**src/rtl/mcp_pkg.sv**
```systemverilog
// Shared encodings for the multicycle MIPS main control FSM:
// states, opcodes and datapath select values.
package mcp_pkg;

    typedef enum logic [3:0] {
        FETCH   = 4'd0,
        DECODE  = 4'd1,
        MEMADR  = 4'd2,
        MEMRD   = 4'd3,
        MEMWB   = 4'd4,
        MEMWR   = 4'd5,
        EXECUTE = 4'd6,
        ALUWB   = 4'd7,
        BRANCH  = 4'd8,
        ADDIEX  = 4'd9,
        ADDIWB  = 4'd10,
        JUMP    = 4'd11
    } mcp_state_e;

    localparam logic [5:0] OP_RTYPE = 6'b000000;
    localparam logic [5:0] OP_LW    = 6'b100011;
    localparam logic [5:0] OP_SW    = 6'b101011;
    localparam logic [5:0] OP_BEQ   = 6'b000100;
    localparam logic [5:0] OP_ADDI  = 6'b001000;
    localparam logic [5:0] OP_J     = 6'b000010;

    localparam logic [1:0] ALU_OP_ADD   = 2'b00;
    localparam logic [1:0] ALU_OP_SUB   = 2'b01;
    localparam logic [1:0] ALU_OP_FUNCT = 2'b10;

    localparam logic [1:0] B_SEL_REG     = 2'b00;
    localparam logic [1:0] B_SEL_FOUR    = 2'b01;
    localparam logic [1:0] B_SEL_IMM     = 2'b10;
    localparam logic [1:0] B_SEL_IMM_SH2 = 2'b11;

    localparam logic [1:0] PC_SRC_ALU    = 2'b00;
    localparam logic [1:0] PC_SRC_ALUOUT = 2'b01;
    localparam logic [1:0] PC_SRC_JUMP   = 2'b10;

    function automatic logic op_supported(input logic [5:0] op);
        return (op == OP_LW) || (op == OP_SW) || (op == OP_RTYPE) ||
               (op == OP_BEQ) || (op == OP_ADDI) || (op == OP_J);
    endfunction

endpackage

```
**src/rtl/mcp_main_fsm_if.sv**
```systemverilog
// Control bundle between the main FSM (master) and the datapath (slave).
interface mcp_main_fsm_if;
    logic [5:0] op_i6;
    logic       zero_i;
    logic       pc_we_o;
    logic       branch_o;
    logic       pc_en_o;
    logic       instr_or_data_o;
    logic       instr_we_o;
    logic       enable_wmem_o;
    logic       enable_wrf_o;
    logic       reg_dst_o;
    logic       mem_to_reg_o;
    logic       a_alu_input_o;
    logic [1:0] b_alu_input_o2;
    logic [1:0] alu_op_o2;
    logic [1:0] pc_src_o2;
    logic       instr_done_o;
    logic       illegal_o;

    modport master (
        input  op_i6, zero_i,
        output pc_we_o, branch_o, pc_en_o, instr_or_data_o, instr_we_o,
               enable_wmem_o, enable_wrf_o, reg_dst_o, mem_to_reg_o,
               a_alu_input_o, b_alu_input_o2, alu_op_o2, pc_src_o2,
               instr_done_o, illegal_o
    );

    modport slave (
        output op_i6, zero_i,
        input  pc_we_o, branch_o, pc_en_o, instr_or_data_o, instr_we_o,
               enable_wmem_o, enable_wrf_o, reg_dst_o, mem_to_reg_o,
               a_alu_input_o, b_alu_input_o2, alu_op_o2, pc_src_o2,
               instr_done_o, illegal_o
    );
endinterface

```
**src/rtl/mcp_main_fsm.sv**
```systemverilog
// Multicycle MIPS main control FSM; datapath enables and selects are Moore
// outputs of the state register, with write strobes gated off during reset.
//
//   state   | meaning
//   FETCH   | read instruction at PC, PC <= PC + 4
//   DECODE  | read registers, precompute branch target
//   MEMADR  | compute load/store address
//   MEMRD   | read data memory at ALUOut
//   MEMWB   | write loaded word to rt
//   MEMWR   | write register B to memory at ALUOut
//   EXECUTE | R-type ALU operation
//   ALUWB   | write ALU result to rd
//   BRANCH  | compare, conditionally load branch target
//   ADDIEX  | register A + immediate
//   ADDIWB  | write addi result to rt
//   JUMP    | load jump target into PC
module mcp_main_fsm
    import mcp_pkg::*;
(
    input  logic          clk_i,
    input  logic          reset_i,
    mcp_main_fsm_if.master bus
);

    localparam logic [3:0] ST_FETCH   = FETCH;
    localparam logic [3:0] ST_DECODE  = DECODE;
    localparam logic [3:0] ST_MEMADR  = MEMADR;
    localparam logic [3:0] ST_MEMRD   = MEMRD;
    localparam logic [3:0] ST_MEMWB   = MEMWB;
    localparam logic [3:0] ST_MEMWR   = MEMWR;
    localparam logic [3:0] ST_EXECUTE = EXECUTE;
    localparam logic [3:0] ST_ALUWB   = ALUWB;
    localparam logic [3:0] ST_BRANCH  = BRANCH;
    localparam logic [3:0] ST_ADDIEX  = ADDIEX;
    localparam logic [3:0] ST_ADDIWB  = ADDIWB;
    localparam logic [3:0] ST_JUMP    = JUMP;

    logic [3:0] state_q;
    logic [3:0] state_d;

    logic       pc_we_raw;
    logic       branch_raw;
    logic       instr_we_raw;
    logic       wmem_raw;
    logic       wrf_raw;
    logic       done_raw;
    logic       illegal_raw;

    always_ff @(posedge clk_i) begin
        if (!reset_i) state_q <= ST_FETCH;
        else          state_q <= state_d;
    end

    always_comb begin
        state_d = ST_FETCH;
        case (state_q)
            ST_FETCH:   state_d = ST_DECODE;
            ST_DECODE: begin
                case (bus.op_i6)
                    OP_LW, OP_SW: state_d = ST_MEMADR;
                    OP_RTYPE:     state_d = ST_EXECUTE;
                    OP_BEQ:       state_d = ST_BRANCH;
                    OP_ADDI:      state_d = ST_ADDIEX;
                    OP_J:         state_d = ST_JUMP;
                    default:      state_d = ST_FETCH;
                endcase
            end
            ST_MEMADR:  state_d = (bus.op_i6 == OP_SW) ? ST_MEMWR : ST_MEMRD;
            ST_MEMRD:   state_d = ST_MEMWB;
            ST_EXECUTE: state_d = ST_ALUWB;
            ST_ADDIEX:  state_d = ST_ADDIWB;
            default:    state_d = ST_FETCH;
        endcase
    end

    always_comb begin
        pc_we_raw           = 1'b0;
        branch_raw          = 1'b0;
        instr_we_raw        = 1'b0;
        wmem_raw            = 1'b0;
        wrf_raw             = 1'b0;
        done_raw            = 1'b0;
        illegal_raw         = 1'b0;
        bus.instr_or_data_o = 1'b0;
        bus.reg_dst_o       = 1'b0;
        bus.mem_to_reg_o    = 1'b0;
        bus.a_alu_input_o   = 1'b0;
        bus.b_alu_input_o2  = B_SEL_REG;
        bus.alu_op_o2       = ALU_OP_ADD;
        bus.pc_src_o2       = PC_SRC_ALU;
        case (state_q)
            ST_FETCH: begin
                instr_we_raw       = 1'b1;
                pc_we_raw          = 1'b1;
                bus.b_alu_input_o2 = B_SEL_FOUR;
            end
            ST_DECODE: begin
                bus.b_alu_input_o2 = B_SEL_IMM_SH2;
                illegal_raw        = !op_supported(bus.op_i6);
            end
            ST_MEMADR, ST_ADDIEX: begin
                bus.a_alu_input_o  = 1'b1;
                bus.b_alu_input_o2 = B_SEL_IMM;
            end
            ST_MEMRD: bus.instr_or_data_o = 1'b1;
            ST_MEMWR: begin
                bus.instr_or_data_o = 1'b1;
                wmem_raw            = 1'b1;
                done_raw            = 1'b1;
            end
            ST_MEMWB: begin
                wrf_raw          = 1'b1;
                bus.mem_to_reg_o = 1'b1;
                done_raw         = 1'b1;
            end
            ST_EXECUTE: begin
                bus.a_alu_input_o = 1'b1;
                bus.alu_op_o2     = ALU_OP_FUNCT;
            end
            ST_ALUWB: begin
                wrf_raw       = 1'b1;
                bus.reg_dst_o = 1'b1;
                done_raw      = 1'b1;
            end
            ST_ADDIWB: begin
                wrf_raw  = 1'b1;
                done_raw = 1'b1;
            end
            ST_BRANCH: begin
                bus.a_alu_input_o = 1'b1;
                bus.alu_op_o2     = ALU_OP_SUB;
                bus.pc_src_o2     = PC_SRC_ALUOUT;
                branch_raw        = 1'b1;
                done_raw          = 1'b1;
            end
            ST_JUMP: begin
                bus.pc_src_o2 = PC_SRC_JUMP;
                pc_we_raw     = 1'b1;
                done_raw      = 1'b1;
            end
            default: ;
        endcase
    end

    // Gating with reset_i also masks the X state before the first reset edge.
    assign bus.pc_we_o       = reset_i & pc_we_raw;
    assign bus.branch_o      = reset_i & branch_raw;
    assign bus.pc_en_o       = reset_i & (pc_we_raw | (branch_raw & bus.zero_i));
    assign bus.instr_we_o    = reset_i & instr_we_raw;
    assign bus.enable_wmem_o = reset_i & wmem_raw;
    assign bus.enable_wrf_o  = reset_i & wrf_raw;
    assign bus.instr_done_o  = reset_i & done_raw;
    assign bus.illegal_o     = reset_i & illegal_raw;

endmodule

```
**src/flat_wrapper.sv**
```systemverilog
// flat-port wrapper written by rule: the top's interface ports become plain ports
module mcp_main_fsm_flat import mcp_pkg::*;
  (clk_i, reset_i, bus_op_i6, bus_zero_i, bus_pc_we_o, bus_branch_o, bus_pc_en_o, bus_instr_or_data_o, bus_instr_we_o, bus_enable_wmem_o, bus_enable_wrf_o, bus_reg_dst_o, bus_mem_to_reg_o, bus_a_alu_input_o, bus_b_alu_input_o2, bus_alu_op_o2, bus_pc_src_o2, bus_instr_done_o, bus_illegal_o);
  mcp_main_fsm_if bus_i ();
  input  logic clk_i;
  input  logic reset_i;
  input wire logic [$bits(bus_i.op_i6)-1:0] bus_op_i6;
  input wire logic [$bits(bus_i.zero_i)-1:0] bus_zero_i;
  output wire logic [$bits(bus_i.pc_we_o)-1:0] bus_pc_we_o;
  output wire logic [$bits(bus_i.branch_o)-1:0] bus_branch_o;
  output wire logic [$bits(bus_i.pc_en_o)-1:0] bus_pc_en_o;
  output wire logic [$bits(bus_i.instr_or_data_o)-1:0] bus_instr_or_data_o;
  output wire logic [$bits(bus_i.instr_we_o)-1:0] bus_instr_we_o;
  output wire logic [$bits(bus_i.enable_wmem_o)-1:0] bus_enable_wmem_o;
  output wire logic [$bits(bus_i.enable_wrf_o)-1:0] bus_enable_wrf_o;
  output wire logic [$bits(bus_i.reg_dst_o)-1:0] bus_reg_dst_o;
  output wire logic [$bits(bus_i.mem_to_reg_o)-1:0] bus_mem_to_reg_o;
  output wire logic [$bits(bus_i.a_alu_input_o)-1:0] bus_a_alu_input_o;
  output wire logic [$bits(bus_i.b_alu_input_o2)-1:0] bus_b_alu_input_o2;
  output wire logic [$bits(bus_i.alu_op_o2)-1:0] bus_alu_op_o2;
  output wire logic [$bits(bus_i.pc_src_o2)-1:0] bus_pc_src_o2;
  output wire logic [$bits(bus_i.instr_done_o)-1:0] bus_instr_done_o;
  output wire logic [$bits(bus_i.illegal_o)-1:0] bus_illegal_o;
  assign bus_i.op_i6 = bus_op_i6;
  assign bus_i.zero_i = bus_zero_i;
  assign bus_pc_we_o = bus_i.pc_we_o;
  assign bus_branch_o = bus_i.branch_o;
  assign bus_pc_en_o = bus_i.pc_en_o;
  assign bus_instr_or_data_o = bus_i.instr_or_data_o;
  assign bus_instr_we_o = bus_i.instr_we_o;
  assign bus_enable_wmem_o = bus_i.enable_wmem_o;
  assign bus_enable_wrf_o = bus_i.enable_wrf_o;
  assign bus_reg_dst_o = bus_i.reg_dst_o;
  assign bus_mem_to_reg_o = bus_i.mem_to_reg_o;
  assign bus_a_alu_input_o = bus_i.a_alu_input_o;
  assign bus_b_alu_input_o2 = bus_i.b_alu_input_o2;
  assign bus_alu_op_o2 = bus_i.alu_op_o2;
  assign bus_pc_src_o2 = bus_i.pc_src_o2;
  assign bus_instr_done_o = bus_i.instr_done_o;
  assign bus_illegal_o = bus_i.illegal_o;
  mcp_main_fsm u_core (.clk_i(clk_i), .reset_i(reset_i), .bus(bus_i));
endmodule
```
**config.mk**
```make
export PLATFORM = sky130hd
export DESIGN_NAME = mcp_main_fsm_flat
export DESIGN_NICKNAME = d
export VERILOG_FILES = /design/src/rtl/mcp_pkg.sv /design/src/rtl/mcp_main_fsm_if.sv /design/src/rtl/mcp_main_fsm.sv /design/src/flat_wrapper.sv
export SDC_FILE = /design/constraint.sdc
export NUM_CORES = 1
export LEC_CHECK = 0
export CAP_MARGIN = 15
export CELL_PAD_IN_SITES_DETAIL_PLACEMENT = 0
export CELL_PAD_IN_SITES_GLOBAL_PLACEMENT = 1
export CORE_MARGIN = 10
export CORE_UTILIZATION = 25
export CTS_CLUSTER_SIZE = 14
export DETAILED_ROUTE_END_ITERATION = 6
export HOLD_SLACK_MARGIN = 0.03
export PLACE_DENSITY_LB_ADDON = 0.15
export RECOVER_POWER = 50
export SYNTH_ARGS = -nofsm -noshare
export SYNTH_HDL_FRONTEND = slang
export SYNTH_SLANG_ARGS = --single-unit
```
**constraint.sdc**
```tcl
create_clock -name clk_i -period 1.8 [get_ports clk_i]
set_input_delay 0.18 -clock clk_i [delete_from_list [all_inputs] [get_ports clk_i]]
set_output_delay 0.18 -clock clk_i [all_outputs]
set_load 0.02 [all_outputs]
```
Word-level counts from Yosys, hierarchy flattened
Index checks and enable logic that the tools add are counted.
{"block": "word_totals", "reg_bits": 4, "wordCells": 59, "output_inout_bits": 18, "inputBits": 9}
{"block": "classes", "bitwise": 10, "n_mux": 17, "reduce_logical": 15, "eq_ne": 16}
{"cell": "one-hot mux 4 bit (6 select lines)", "count": 1}
{"cell": "one-hot mux 4 bit (5 select lines)", "count": 1}
{"cell": "== test 4 x 3 -> 1 bit, second input constant", "count": 4}
{"cell": "== test 4 bit, second input constant", "count": 4}
{"cell": "== test 6 bit, second input constant", "count": 2}
{"cell": "two-way mux 1 bit", "count": 11}
{"cell": "bitwise AND 1 bit", "count": 9}
{"cell": "== test 4 x 2 -> 1 bit, second input constant", "count": 2}
{"cell": "one-hot mux 2 bit (2 select lines)", "count": 2}
{"cell": "OR reduction 2 bit", "count": 4}
{"cell": "== test 6 x 2 -> 1 bit, second input constant", "count": 1}
{"cell": "== test 6 x 3 -> 1 bit, second input constant", "count": 1}
{"cell": "== test 6 x 4 -> 1 bit, second input constant", "count": 1}
{"cell": "zero test 6 bit", "count": 1}
{"cell": "one-hot mux 2 bit (3 select lines)", "count": 1}
{"cell": "OR reduction 6 bit", "count": 1}
{"cell": "logical OR 1 bit", "count": 5}
{"cell": "== test 4 x 1 -> 1 bit, second input constant", "count": 1}
{"cell": "zero test 4 bit", "count": 1}
{"cell": "OR reduction 4 bit", "count": 1}
{"cell": "two-way mux 3 bit", "count": 1}
{"cell": "OR reduction 3 bit", "count": 1}
{"cell": "zero test 1 bit", "count": 1}
{"cell": "bitwise OR 1 bit", "count": 1}

Logic depth before layout (Yosys ltp)
Gate-level depths: netlist of run 1.
{"block": "depth", "ltp_word": 9, "ltp_mapped": 5}

Least setup slack after synthesis of run 1
No wires, ideal clock.
{"block": "synth_timing", "path_type": "register to output", "from": "reg u_core.state_q[3]", "to": "out bus_pc_en_o", "setup_slack_ps": -123, "stages_incl_launch_ff": 5, "t_arrival_ps": 1743, "path_cell_list": "dfxtp_1 > buf_2 > nand2b_1 > nor4b_1 > a21o_1"}
{"block": "synth_via", "elab_chain_cells": 5, "elab_cells_between_ends": 9, "classes_between": "2 x eq/ne; 2 x mux; 3 x bitwise; 2 x reduce/logical"}
{"element": "start, declared", "line": "mcp_main_fsm.sv:38", "text": "logic [3:0] state_q;"}
{"element": "start signal, assigned", "line": "mcp_main_fsm.sv:51", "text": "else state_q <= state_d;"}
{"element": "== test 4 bit / zero test 4 bit (equally long branches)", "line": "mcp_main_fsm.sv:91", "text": "case (state_q)"}
{"element": "OR reduction 2 bit (no line) / two-way mux 1 bit (equally long branches)"}
{"element": "two-way mux 1 bit / bitwise AND 1 bit (equally long branches)", "line": "mcp_main_fsm.sv:91, mcp_main_fsm.sv:148"}
{"element": "bitwise OR 1 bit *", "line": "mcp_main_fsm.sv:148", "text": "assign bus.pc_en_o = reset_i & (pc_we_raw | (branch_raw & bus.zero_i));"}
{"element": "bitwise AND 1 bit *", "line": "mcp_main_fsm.sv:148"}
{"element": "end, declared", "line": "flat_wrapper.sv:11", "text": "output wire logic [$bits(bus_i.pc_en_o)-1:0] bus_pc_en_o;"}
Every way passes the cells marked *; elsewhere a longest branch is shown, timed or not.

Final worst setup path of run 1
{"block": "layout_timing", "from": "in bus_op_i6[3]", "to": "out bus_illegal_o"}
{"block": "layout_via", "elab_chain_cells": 9, "elab_cells_between_ends": 14, "classes_between": "5 x eq/ne; 1 x mux; 1 x bitwise; 7 x reduce/logical"}
{"element": "start, declared", "line": "flat_wrapper.sv:7", "text": "input wire logic [$bits(bus_i.op_i6)-1:0] bus_op_i6;"}
{"element": "== test 6 bit", "line": "mcp_pkg.sv:41", "text": "return (op == OP_LW) || (op == OP_SW) || (op == OP_RTYPE) ||"}
{"element": "logical OR 1 bit (3 in a row)", "line": "mcp_pkg.sv:41"}
{"element": "logical OR 1 bit", "line": "mcp_pkg.sv:42", "text": "(op == OP_BEQ) || (op == OP_ADDI) || (op == OP_J);"}
{"element": "logical OR 1 bit *", "line": "mcp_pkg.sv:42"}
{"element": "zero test 1 bit *", "line": "mcp_main_fsm.sv:99", "text": "illegal_raw = !op_supported(bus.op_i6);"}
{"element": "two-way mux 1 bit *", "line": "mcp_main_fsm.sv:91"}
{"element": "bitwise AND 1 bit *", "line": "mcp_main_fsm.sv:153", "text": "assign bus.illegal_o = reset_i & illegal_raw;"}
{"element": "end, declared", "line": "flat_wrapper.sv:23", "text": "output wire logic [$bits(bus_i.illegal_o)-1:0] bus_illegal_o;"}
Marked as above.

==> key figures, run 1 <==
Worst setup path
  • Top cell family by delay on the critical path: buffers and inverters
  • CP Buf/Inv Count: 2
  • Critical path class: in -> out
  • Kind of end point of the critical path: output port
  • Slowest stage cell on the critical path: sky130_fd_sc_hd__clkdlybuf4s50_1
  • Data required time at the worst endpoint: around 1.6 ns
  • Largest stage delay, worst path: around 0.48 ns
  • Highest fanout seen on the critical path: 4
  • Arrival @ worst endpoint: approximately 1.6 ns
  • Ordered cell list for the critical path: clkdlybuf4s50_1 -> xor2_1 -> o211ai_1 -> and4b_1 -> clkdlybuf4s15_1
  • CP Launch Type: input port

Clock tree
  • H-tree Lvls: 1
  • Post-cts hold buffer count: 0
  • Postcts setup bufs: 0
  • CTS buffer count: 3
  • Max Buffers Root-to-Sink: 2
  • Clock latency on the worst-skew pair: between 0.2 and 0.25 ns
  • Root Driver: sky130_fd_sc_hd__clkbuf_4
  • Clk sinks: 4
  • Clock transition at path regs: about 0.040 ns
  • TritonCTS clock tree: done

Detailed routing
  • Post-DRT Antenna Nets: 0
  • DR vias/cell: approximately 4.7
  • Number of DRC violations after detailed routing: 0
  • Post-detailed-route wirelength per cell: between 10 and 15 µm
  • Number of optimization iterations in the first detailed-route pass: 6
  • Starting DRC count in detailed routing: 15
  • Via Count: approximately 700
  • Total Routed Length: 1790 µm

Floorplanning
  • Core box area: 0.00196 mm²
  • Starting utilization of the core area: about a quarter
  • Placement Rows: 16
  • Top-level I/O count: 27
  • Floorplan die width: roughly 66 µm
  • Height of the die: approximately 66 µm
  • Overall die area: roughly 0.0043 mm²

Global routing
  • Met3 Track Usage GR: ~2.0%
  • Combined global-route utilization of all metal layers: 8.89%
  • Gr busiest metal: met2
  • Met1 global-route usage: between 8 and 9%
  • Initial antenna violation count: 0
  • Number of global-route vias before repair: ~730
  • Global-route wire length before repair: between 3000 and 4000 µm
  • GR met2 Demand/Resource: ~16%
  • GRT Residual Overflow: 0
  • Maximum number of pins on one net before global-route repair: 12

Timing
  • Final hold vios: 0
  • Count of final max-slew check failures: 0
  • Slew at the pin closest to its max-slew limit: 0.377 ns
  • Worst Hold Margin: ~0.68 ns
  • Normalized max-slew margin: 74.5%
  • Period utilisation layout: between 90% and 100%
  • Final Setup Violations: 0
  • Highest attainable clock frequency: between 500 and 600 MHz
  • Total Neg Setup Slack: 0 ns
  • Final critical path time including I/O delays and setup: 1.74 ns
  • RSZ-0062 raised after global routing: yes
  • Post-route clock skew: 0.000750 ns

Synth
  • Sequential area share after synthesis: roughly 15%
  • Post-Syn Area per Cell: roughly 6.9 µm²
  • Flip-flop and latch count after synthesis: 4
  • Count of cell types in the netlist: 35
  • Nets in the synthesized netlist: 84
  • Post-synthesis cell area: between 500 and 600 µm²
  • Warnings, synthesis: 0
  • Cells after Synth: between 70 and 80

Placement
  • Number of I/O port buffers: 26
  • Placed instance area: about 960 µm²
  • Post-DP HPWL: ~1500 µm
  • Cell count after placement: between 100 and 150
  • Placer Congestion: between 0.7 and 0.8

Finish
  • Synth-to-layout area growth: 84.8%
  • Post-layout util: about half
  • Final Instance Count excl. Fillers: 149
  • Share of final-layout standard cells stronger than drive strength 1: 30.3%
  • Biggest register: u_core.state_q
  • Summed area of non-filler cells in the final layout: around 960 µm²
  • Antenna cells: 0
  • Largest register FFs: 4
  • Number of nets in the layout: between 100 and 150
  • Largest regs: u_core.state_q: 4 flops

Run status
  • Status: finished clean

Worst hold path
  • Tightest Hold Check Type: reg -> reg

Pwr
  • Leakage power: approximately 0.00044 µW
  • Power per Cell Area: 359 mW/mm²
  • Max rail drop VDD: roughly 0.00019 V

Flow run
  • Maximum capacitance violations: 0
cell usage in the layout (no fill, tap or decap), types with 2 or more instances in the layout:
| cell type | count |
|---|---|
| sky130_fd_sc_hd__buf_4 | 23 |
| sky130_fd_sc_hd__dlygate4sd2_1 | 12 |
| sky130_fd_sc_hd__clkdlybuf4s50_1 | 9 |
| sky130_fd_sc_hd__nor2_1 | 8 |
| sky130_fd_sc_hd__nand2_1 | 6 |
| sky130_fd_sc_hd__nor3_1 | 5 |
| sky130_fd_sc_hd__a21oi_1 | 5 |
| sky130_fd_sc_hd__o211ai_1 | 3 |
| sky130_fd_sc_hd__clkbuf_4 | 3 |
| sky130_fd_sc_hd__dfxtp_1 | 3 |
| sky130_fd_sc_hd__nand2b_1 | 2 |
| sky130_fd_sc_hd__inv_1 | 2 |
| sky130_fd_sc_hd__nor2b_2 | 2 |
| sky130_fd_sc_hd__nand3_1 | 2 |
| sky130_fd_sc_hd__o21a_1 | 2 |
| sky130_fd_sc_hd__o22ai_1 | 2 |
| sky130_fd_sc_hd__and3_1 | 2 |
| sky130_fd_sc_hd__xor2_1 | 2 |
| sky130_fd_sc_hd__nor4_1 | 2 |
| sky130_fd_sc_hd__clkdlybuf4s15_1 | 2 |
| sky130_fd_sc_hd__clkbuf_2 | 2 |
| sky130_fd_sc_hd__clkbuf_1 | 2 |
report_power, final:
part	switching [µW]	total [µW]	internal [µW]
combinational	66.2	140	73.3
clock	35.2	110	74.5
sequential	2.43	94.2	91.8
total	104	343	240
metrics by stage:
stage / setup slack (ns) / total power [µW]
finish: 0.0630 / 343
global route: -0.0496 / 363
CTS: 0.00152 / 348
detailed placement: -0.282 / 242
global placement: -0.287 / 242
floorplan: 0.0638 / 159
layout make-up:
| cell class | instances | area [µm²] |
|---|---|---|
| well taps | 27 | 33.8 |
| fillers | 228 | 1000 |
| repair buffers | 51 | 417 |
| multi-input cells | 62 | 395 |
| clock buffers | 3 | 22.5 |
| inverters | 2 | 7.51 |
| flip-flops and latches | 4 | 81.3 |
cells by family (layout without fill, tap and decap cells):
group | count (synthesis) | in the layout | synth area share, %
AND/OR/NAND/NOR | 41 | 41 | 46.1
AO/OA/AOI/OAI | 18 | 18 | 22.7
buffers and inverters | 9 | 56 | 10.6
flip-flops | 4 | 4 | 15.5
XOR/XNOR | 3 | 3 | 5.07
path summary, 6_finish.rpt:
check / slack [ns] / start / to / depth (start not counted)
max: 0.06 / bus_op_i6[3] / bus_illegal_o / 5
min: 0.68 / u_core.state_q[2] / u_core.state_q[3] / 4
max reg2reg: 0.10 / u_core.state_q[1] / u_core.state_q[0] / 5
min reg2reg: 0.68 / u_core.state_q[2] / u_core.state_q[3] / 4
synth_stat cells:
| cell | instances | share of area (%) |
|---|---|---|
| sky130_fd_sc_hd__nor3_1 | 5 | 4.8 |
| sky130_fd_sc_hd__buf_6 | 1 | 2.2 |
| sky130_fd_sc_hd__o2111ai_1 | 1 | 1.7 |
| sky130_fd_sc_hd__inv_1 | 2 | 1.4 |
| sky130_fd_sc_hd__or3b_2 | 1 | 1.7 |
| sky130_fd_sc_hd__o21ai_0 | 2 | 1.9 |
| sky130_fd_sc_hd__nand2b_1 | 2 | 2.4 |
| sky130_fd_sc_hd__a311oi_1 | 1 | 1.7 |
| sky130_fd_sc_hd__and3_1 | 2 | 2.4 |
| sky130_fd_sc_hd__nor2_1 | 8 | 5.8 |
| sky130_fd_sc_hd__or4b_2 | 1 | 1.9 |
| sky130_fd_sc_hd__nand3_1 | 2 | 1.9 |
| sky130_fd_sc_hd__o21a_1 | 2 | 2.9 |
| sky130_fd_sc_hd__a21boi_0 | 1 | 1.4 |
| sky130_fd_sc_hd__o22ai_1 | 2 | 2.4 |
| sky130_fd_sc_hd__nand3b_1 | 1 | 1.4 |
| sky130_fd_sc_hd__nor2b_1 | 4 | 4.8 |
| sky130_fd_sc_hd__a21o_1 | 1 | 1.4 |
| sky130_fd_sc_hd__nor4_2 | 1 | 2.4 |
| sky130_fd_sc_hd__and2_1 | 1 | 1.2 |
| sky130_fd_sc_hd__and4b_1 | 1 | 1.9 |
| sky130_fd_sc_hd__o211ai_1 | 3 | 4.3 |
| sky130_fd_sc_hd__xnor2_1 | 1 | 1.7 |
| sky130_fd_sc_hd__xor2_1 | 2 | 3.4 |
| sky130_fd_sc_hd__nor4_1 | 2 | 2.4 |
| sky130_fd_sc_hd__or4_4 | 1 | 2.2 |
| sky130_fd_sc_hd__nand2_1 | 6 | 4.3 |
| sky130_fd_sc_hd__a21oi_1 | 5 | 4.8 |
| sky130_fd_sc_hd__or3_1 | 1 | 1.2 |
| sky130_fd_sc_hd__dfxtp_1 | 4 | 15 |
| sky130_fd_sc_hd__nor4b_1 | 1 | 1.7 |
| sky130_fd_sc_hd__clkbuf_1 | 1 | 0.72 |
| sky130_fd_sc_hd__buf_2 | 2 | 1.9 |
| sky130_fd_sc_hd__buf_4 | 3 | 4.3 |
| sky130_fd_sc_hd__or2b_1 | 1 | 1.4 |
routing by layer:
layer  part of all wire [%]  wire [µm]
met5                      0          0
met2                     53        955
met3                    4.7         84
met4                      0          0
met1                     42        754
repair_timing:
action | in CTS | in global routing
resized for setup | 22 | 9
pin swaps | 0 | 1
setup endpoints to repair | 16 | 5
worst register-to-register path, delay by kind of cell, from the launching register on:
family	cells	cell delay [ns]
buffers and inverters	2	0.32
flip-flops	1	0.33
AND/OR/NAND/NOR	2	0.82
AO/OA/AOI/OAI	1	0.17
No activity file was read; power rests on OpenSTA's default activity.
==> run 2, diff against run 1 <==
PLACE_DENSITY_LB_ADDON = 0.1   (was 0.15)
==> key figures, run 2 (same netlist as run 1, synthesis figures left out) <==
Run status
  • Status: finished clean

Detailed routing
  • DR vias/cell: 4.90 (+3.8%)
  • Starting DRC count in detailed routing: 0 (-15)
  • Total Routed Length: 1810 µm (+0.89%)
  • Number of DRC violations after detailed routing: 0 (unchanged)
  • Post-DRT Antenna Nets: 0 (unchanged)
  • Post-detailed-route wirelength per cell: 12.3 µm (+2.3%)
  • Via Count: 720 (+2.4%)
  • Number of optimization iterations in the first detailed-route pass: 1 (-5)

Timing
  • Worst Hold Margin: 0.561 ns (-0.122 ns)
  • Final Setup Violations: 0 (unchanged)
  • Normalized max-slew margin: 81.9% (+7.3 points)
  • Post-route clock skew: 0.00164 ns (+0.000889 ns)
  • Final hold vios: 0 (unchanged)
  • RSZ-0062 raised after global routing: no
  • Count of final max-slew check failures: 0 (unchanged)
  • Final critical path time including I/O delays and setup: 1.73 ns (-0.0106 ns)
  • Highest attainable clock frequency: 579 MHz (+0.62%)
  • Period utilisation layout: 95.9% (-0.59 points)
  • Slew at the pin closest to its max-slew limit: 0.270 ns (-0.107 ns)
  • Total Neg Setup Slack: 0 ns (unchanged)

Worst setup path
  • Critical path class: reg -> out
  • Kind of end point of the critical path: output port
  • CP Launch Type: flop
  • Data required time at the worst endpoint: 1.62 ns (about the same)
  • Arrival @ worst endpoint: 1.55 ns (about the same)
  • Highest fanout seen on the critical path: 12 (+8)

Global routing
  • Maximum number of pins on one net before global-route repair: 13 (+1)
  • GRT Residual Overflow: 0 (unchanged)
  • Combined global-route utilization of all metal layers: 8.99% (+0.10 points)
  • Number of global-route vias before repair: 734 (+1.2%)
  • Initial antenna violation count: 0 (unchanged)
  • Global-route wire length before repair: 3120 µm (+0.23%)

Clock tree
  • Root Driver: sky130_fd_sc_hd__clkbuf_4
  • Clock transition at path regs: 0.04 ns (about the same)
  • TritonCTS clock tree: done
  • CTS buffer count: 3 (unchanged)
  • Max Buffers Root-to-Sink: 2 (unchanged)
  • H-tree Lvls: 1 (unchanged)
  • Clock latency on the worst-skew pair: 0.24 ns (about the same)
  • Clk sinks: 4 (unchanged)

Placement
  • Cell count after placement: 144 (-1.4%)
  • Post-DP HPWL: 1570 µm (+1.5%)
  • Number of I/O port buffers: 26 (unchanged)
  • Placed instance area: 943 µm² (-1.6%)
  • Placer Congestion: 0.781 (+1.0%)

Finish
  • Leading cell type in the layout, fill and taps excluded: sky130_fd_sc_hd__buf_4
  • Commonest non-fill, non-tap cells in the layout: sky130_fd_sc_hd__buf_4 (22), sky130_fd_sc_hd__dlygate4sd2_1 (14), sky130_fd_sc_hd__nor2_1 (8), sky130_fd_sc_hd__clkdlybuf4s50_1 (8), sky130_fd_sc_hd__nand2_1 (6)
  • Number of nets in the layout: 131 (-1.5%)
  • Antenna cells: 0 (unchanged)
  • Synth-to-layout area growth: 83.1%
  • Share of final-layout standard cells stronger than drive strength 1: 30.0% (-0.33 points)
  • Biggest register: u_core.state_q
  • Largest register FFs: 4 (unchanged)
  • Largest regs: u_core.state_q: 4 flops
  • Summed area of non-filler cells in the final layout: 948 µm² (-0.91%)
  • Final Instance Count excl. Fillers: 147 (-1.3%)

Pwr
  • Max rail drop VDD: 0.000162 V (-15%)
  • Leakage power: 0.000452 µW (+1.5%)
  • Final total power: 345 µW (+0.53%)
  • Power per Cell Area: 364 mW/mm² (+1.5%)

Floorplanning
  • Floorplan die width: 65.5 µm (unchanged)
  • Top-level I/O count: 27 (unchanged)
  • Overall die area: 0.00429 mm² (unchanged)
  • Starting utilization of the core area: 26.4% (unchanged)
  • Core box area: 0.00196 mm² (unchanged)
  • Placement Rows: 16 (unchanged)
  • Height of the die: 65.5 µm (unchanged)

Flow run
  • Maximum capacitance violations: 0 (unchanged)

Worst hold path
  • Tightest Hold Check Type: in -> reg
## run 2: cell types whose count changed in the layout (fill, tap and decap cells not counted), sizes merged
| cell | before | now |
|---|---|---|
| clkbuf | 7 | 5 |
| clkdlybuf4s15 | 3 | 1 |
| dlygate4sd2 | 12 | 14 |
| clkdlybuf4s50 | 9 | 8 |
| dlymetal6s2s | 0 | 1 |
## run 2: final cells by class
class | instances | area [µm²]
Timing Repair Buffer | 49 | 404
Fill cell | 236 | 1010
Sequential cell | 4 | 80.1
Multi-Input combinational cell | 62 | 400
Inverter | 2 | 7.51
Clock buffer | 3 | 22.5
Tap cell | 27 | 33.8
## run 2: critical path, stage by stage (launching register included)
cell and delay, ns:
sky130_fd_sc_hd__dfxtp_1 0.32, sky130_fd_sc_hd__buf_4 0.18, sky130_fd_sc_hd__nor3_1 0.18, sky130_fd_sc_hd__clkdlybuf4s50_1 0.63
## run 2: final timing paths
kind	from	end	slack (ns)	depth (start not counted)
min	bus_op_i6[3]	u_core.state_q[3]	0.56	5
max	u_core.state_q[1]	bus_b_alu_input_o2[0]	0.07	3
min reg2reg	u_core.state_q[2]	u_core.state_q[3]	0.67	3
max reg2reg	u_core.state_q[2]	u_core.state_q[1]	0.20	4
## run 2: per-layer routing
metal | vias to the layer above | wire length (µm) | track usage (%)
met2 | 23 | 897 | 16.6
met5 | - | 0 | 0
met3 | 5 | 100 | 2.20
met1 | 328 | 763 | 8.47
li1 | 364 | - | -
met4 | 0 | 46 | 6.42
## run 2: through the flow
step / setup WS, ns / utilization, %
final: 0.0736 / 48.3
after global routing: 0.00513 / 48.3
after CTS: 0.00844 / 49.0
after detailed placement: -0.300 / 48.1
after global placement: -0.295 / 48.1
after floorplan: 0.0638 / -
## run 2: report_power, final
part	total [µW]	leakage (µW)	switching (µW)	internal, µW
logic	141	0.000405	65.9	75.3
registers	94.2	0.0000326	2.37	91.8
clock network	110	0.0000138	35.3	74.4
## run 2: what timing repair did
action / 4_1_cts / 5_1_grt
hold endpoints to repair: 0 / 0
cloned: 0 / 0
hold buffers: 0 / 0
buffers inserted: 0 / 0
endpoints found under the setup margin: 17 / 6
pin swaps: 0 / 2
resized for setup: 25 / 7
==> run 3, diff against run 2 <==
CAP_MARGIN = not set   (was 15)
CTS_CLUSTER_DIAMETER = 100   (was not set)
REMOVE_ABC_BUFFERS = 1   (was not set)
==> key figures, run 3 (same netlist as run 1, synthesis figures left out) <==
Worst setup path
  • Highest fanout seen on the critical path: 5 (-7)
  • Kind of end point of the critical path: output port
  • Data required time at the worst endpoint: 1.62 ns (about the same)
  • Arrival @ worst endpoint: 1.52 ns (-0.03 ns)
  • CP Launch Type: input port
  • Critical path class: in -> out

Clock tree
  • H-tree Lvls: 1 (unchanged)
  • TritonCTS clock tree: done
  • Clock latency on the worst-skew pair: 0.23 ns (about the same)
  • Clk sinks: 4 (unchanged)
  • Clock transition at path regs: 0.04 ns (about the same)
  • Max Buffers Root-to-Sink: 2 (unchanged)
  • CTS buffer count: 3 (unchanged)
  • Root Driver: sky130_fd_sc_hd__clkbuf_4

Floorplanning
  • Overall die area: 0.00429 mm² (unchanged)
  • Top-level I/O count: 27 (unchanged)
  • Height of the die: 65.5 µm (unchanged)
  • Starting utilization of the core area: 26.4% (unchanged)
  • Floorplan die width: 65.5 µm (unchanged)
  • Core box area: 0.00196 mm² (unchanged)
  • Placement Rows: 16 (unchanged)

Finish
  • Largest register FFs: 4 (unchanged)
  • Commonest non-fill, non-tap cells in the layout: sky130_fd_sc_hd__buf_4 (26), sky130_fd_sc_hd__dlygate4sd2_1 (11), sky130_fd_sc_hd__nor2_1 (8)
  • Biggest register: u_core.state_q
  • Summed area of non-filler cells in the final layout: 997 µm² (+5.1%)
  • Share of final-layout standard cells stronger than drive strength 1: 37.1% (+7.1 points)
  • Synth-to-layout area growth: 92.5%
  • Largest regs: u_core.state_q: 4 flops
  • Antenna cells: 0 (unchanged)
  • Leading cell type in the layout, fill and taps excluded: sky130_fd_sc_hd__buf_4
  • Post-layout util: 50.8% (+2.5 points)
  • Number of nets in the layout: 135 (+3.1%)

Global routing
  • Maximum number of pins on one net before global-route repair: 10 (-3)
  • Global-route wire length before repair: 3040 µm (-2.6%)
  • Combined global-route utilization of all metal layers: 8.55% (-0.44 points)
  • Number of global-route vias before repair: 688 (-6.3%)
  • Initial antenna violation count: 0 (unchanged)
  • GRT Residual Overflow: 0 (unchanged)

Placement
  • Worst Setup Slack post-DPL: -0.318 ns (-0.0175 ns)
  • Placed instance area: 972 µm² (+3.1%)
  • Number of I/O port buffers: 26 (unchanged)
  • Placer Congestion: 0.775 (-0.78%)
  • Post-DP HPWL: 1600 µm (+2.0%)

Timing
  • Count of final max-slew check failures: 0 (unchanged)
  • Worst Hold Margin: 0.544 ns (-0.0166 ns)
  • Period utilisation layout: 94.6% (-1.3 points)
  • Final Setup Violations: 0 (unchanged)
  • Final hold vios: 0 (unchanged)
  • Post-route clock skew: 0.00252 ns (+0.000877 ns)
  • Setup slack after layout: 0.0965 ns (+0.0230 ns)
  • Normalized max-slew margin: 84.4% (+2.5 points)
  • Highest attainable clock frequency: 587 MHz (+1.3%)
  • Final critical path time including I/O delays and setup: 1.70 ns (-0.0230 ns)
  • Slew at the pin closest to its max-slew limit: 0.232 ns (-0.0374 ns)

Flow run
  • Maximum capacitance violations: 0 (unchanged)

Detailed routing
  • Number of optimization iterations in the first detailed-route pass: 3 (+2)
  • DR vias/cell: 4.64 (-5.2%)
  • Post-detailed-route wirelength per cell: 12.0 µm (-2.8%)
  • Total Routed Length: 1810 µm (-0.17%)
  • Post-DRT Antenna Nets: 0 (unchanged)
  • Via Count: 701 (-2.6%)
  • Number of DRC violations after detailed routing: 0 (unchanged)
  • Starting DRC count in detailed routing: 22 (+22)

Worst hold path
  • Tightest Hold Check Type: in -> reg

Pwr
  • Max rail drop VDD: 0.000232 V (+43%)
  • Leakage power: 0.000475 µW (+5.1%)
  • Power per Cell Area: 352 mW/mm² (-3.4%)

Run status
  • Status: finished clean
[run 3: per-layer routing]
layer  up-vias  wire length (µm)  share of wire [%]  track usage (%)
met5         -                 0                  0                0
met4         0                23                1.3             4.01
met3         2               110                6.1             2.71
met2        20               817                 45             14.5
met1       302               854                 47             9.44
li1        377                 -                  -                -
[run 3: area by class of cell]
type	count	area, µm²
Timing Repair Buffer	53	448
Clock buffer	3	22.5
Multi-Input combinational cell	62	403
Tap cell	27	33.8
Sequential cell	4	82.6
Inverter	2	7.51
Fill cell	229	965
[run 3: final timing paths]
path	to	start	slack, ns	depth (start not counted)
worst max-delay path	bus_illegal_o	bus_op_i6[0]	0.1	5
worst min-delay path	u_core.state_q[1]	bus_op_i6[3]	0.54	4
worst max register to register	u_core.state_q[1]	u_core.state_q[2]	0.25	4
worst min register to register	u_core.state_q[3]	u_core.state_q[3]	0.61	2
[run 3: report_power, final]
part	switching, µW	internal, µW
clock network	33.5	74.4
registers	3.79	91.8
logic	67.3	80.0
total	105	246
[run 3: timing repair]
item / CTS / global route
resized for setup: 25 / 14
hold buffers: 0 / 0
buffers inserted: 0 / 1
pin swaps: 0 / 1
endpoints found under the setup margin: 17 / 9
[run 3: stage by stage]
| stage | power (µW) | cells | TNS, ns |
|---|---|---|---|
| after floorplan | 153 | 68 | -0.182 |
| after global placement | 250 | 147 | -1.31 |
| after detailed placement | 250 | 147 | -1.33 |
| after CTS | 357 | 150 | 0 |
| after global routing | 376 | 151 | -0.0135 |
| final | 351 | 151 | 0 |
[run 3: worst max-delay path, cell delays in order]
cell                              delay, ns
sky130_fd_sc_hd__clkdlybuf4s50_1       0.48
sky130_fd_sc_hd__nor4_2                0.30
sky130_fd_sc_hd__o21ai_0               0.13
sky130_fd_sc_hd__and4b_1               0.19
sky130_fd_sc_hd__clkdlybuf4s15_2       0.25
==> RTL edit: new RTL, flow settings as in run 1 <==
Reset style: asynchronous (`reset_i`), changed in one clocked block.
--- a/src/rtl/mcp_main_fsm.sv
+++ b/src/rtl/mcp_main_fsm.sv
@@ -46,7 +46,7 @@
     logic       done_raw;
     logic       illegal_raw;
 
-    always_ff @(posedge clk_i) begin
+    always_ff @(posedge clk_i or negedge reset_i) begin
         if (!reset_i) state_q <= ST_FETCH;
         else          state_q <= state_d;
     end
Formal check against the unedited RTL: differs if reset_i is asserted again (counterexample within 4 cycles, from zero or initial values and one cycle with reset_i low); with reset_i held inactive, the same outputs for 10 cycles.
==> RTL edit against run 1 <==
Clock skew grew 0.0029 ns; sequential cell count is the same; non-clock buffer count is the same; register-to-register slack gained 0.43 ns; design area grew 1.6%; hold slack lost 0.19 ns; synthesized area grew 2.2%; setup slack gained 0.010 ns; wire length shrank 1.3%; cell count shrank 2.0%.
Power is not compared: it rests on default switching activity, and its combinational part moved more than twofold at a synthesized area within 25%.
==> RTL edit: results (changes against run 1) <==
| Metric | Value |
|---|---|
| Crit path max fanout | 7 (+3) |
| Min-Delay Path Class | primary input to async pin |
| Critical Path End | bus_pc_we_o |
| # fillers | 209 (-8.3%) |
| Seq/Total Area, Yosys | 0.189 (+0.0345) |
| Syn Nets | 81 (-3.6%) |
| Worst reg2reg startpoint | u_core.state_q[2]$_DFF_PN0_ |
| Status | finished clean |
| Min Hold Slack | 0.496 ns (-0.187 ns) |
| GRT Util Overall | 0.0865 (-0.00234) |
| DR pass1 iterations | 4 (-2) |
| Placer congestion estimate | 0.714 (-7.6%) |
| Flop2flop setup slack | 0.53 ns (+0.43 ns) |
| Placed cells | 143 (-2.1%) |
| Initial DRC count | 12 (-3) |
| Worst Tran Pin Value | 0.308 ns (-0.0689 ns) |
| Largest net degree at the start of global routing | 10 (-2) |
| Worst r2r dst | u_core.state_q[1]$_DFF_PN0_ |
| WL/cell | 12.1 um (+0.75%) |
| Area after DPL | 973 sq um (+1.6%) |
| Drt total wl | 1.77 mm (-1.3%) |
| Layout cell share with drive strength beyond 1 | 0.345 (+0.0413) |
| Final WS setup | 0.0732 ns (+0.0103 ns) |
| First-pass GRT wire length | 3.12 mm (+0.23%) |
| Worst Setup SP | u_core.state_q[1]$_DFF_PN0_ |
| Ys async rst share | 1.00 (+1.00) |
| Mean Syn Cell Area | 7.35 sq um (+6.4%) |
| Most common flop cell mapped by yosys | dfrtp_1 |
| Worst path max stage delay | 0.45 ns (-0.03 ns) |
| Dpl hpwl | 1.51 mm (-2.5%) |
| Final net count | 130 (-2.3%) |
| Vias in the first global route | 718 (-0.97%) |
| Dpl ws | -0.421 ns (-0.140 ns) |
| Vias per cell | 4.81 (+1.9%) |
| Clk_skew | 0.00366 ns (+0.00291 ns) |
| Crit-path slowest cell | dfrtp_2 |
| Commonest cells post-synth | nor2_1, buf_2, nor3_1 |
## RTL edit: cell count changes after synthesis, sizes merged, moves of 3 or more
cell	before	now
dfxtp	4	0
dfrtp	0	4
nor2	8	11
o211ai	3	0
a21oi	5	1
## RTL edit: logic make-up after synthesis
kind of cell	Yosys count	synth area share
compound gates	15	0.241
xor+xnor	2	0.0331
buf+inv	10	0.104
flops	4	0.189
simple gates	41	0.433
## RTL edit: final cells by class
type / count / area share
clock buffer: 3 / 0.0232
timing repair buffer: 51 / 0.423
multi-input combinational: 58 / 0.402
tap: 27 / 0.0347
sequential: 4 / 0.106
inverter: 3 / 0.0116
## RTL edit: timing repair
action	in CTS	in global routing
hold buffers	0	0
resized for setup	24	14
endpoints found under the setup margin	18	8
buffers inserted	0	0
endpoints found under the hold margin	0	0
cloned	0	0
## RTL edit: per-layer routing
layer	track usage	vias up	part of all wire
li1	-	360	-
met1	0.0929	322	0.43
met2	0.152	20	0.52
met3	0.0203	0	0.055
met4	0.0471	0	0
met5	0	-	0
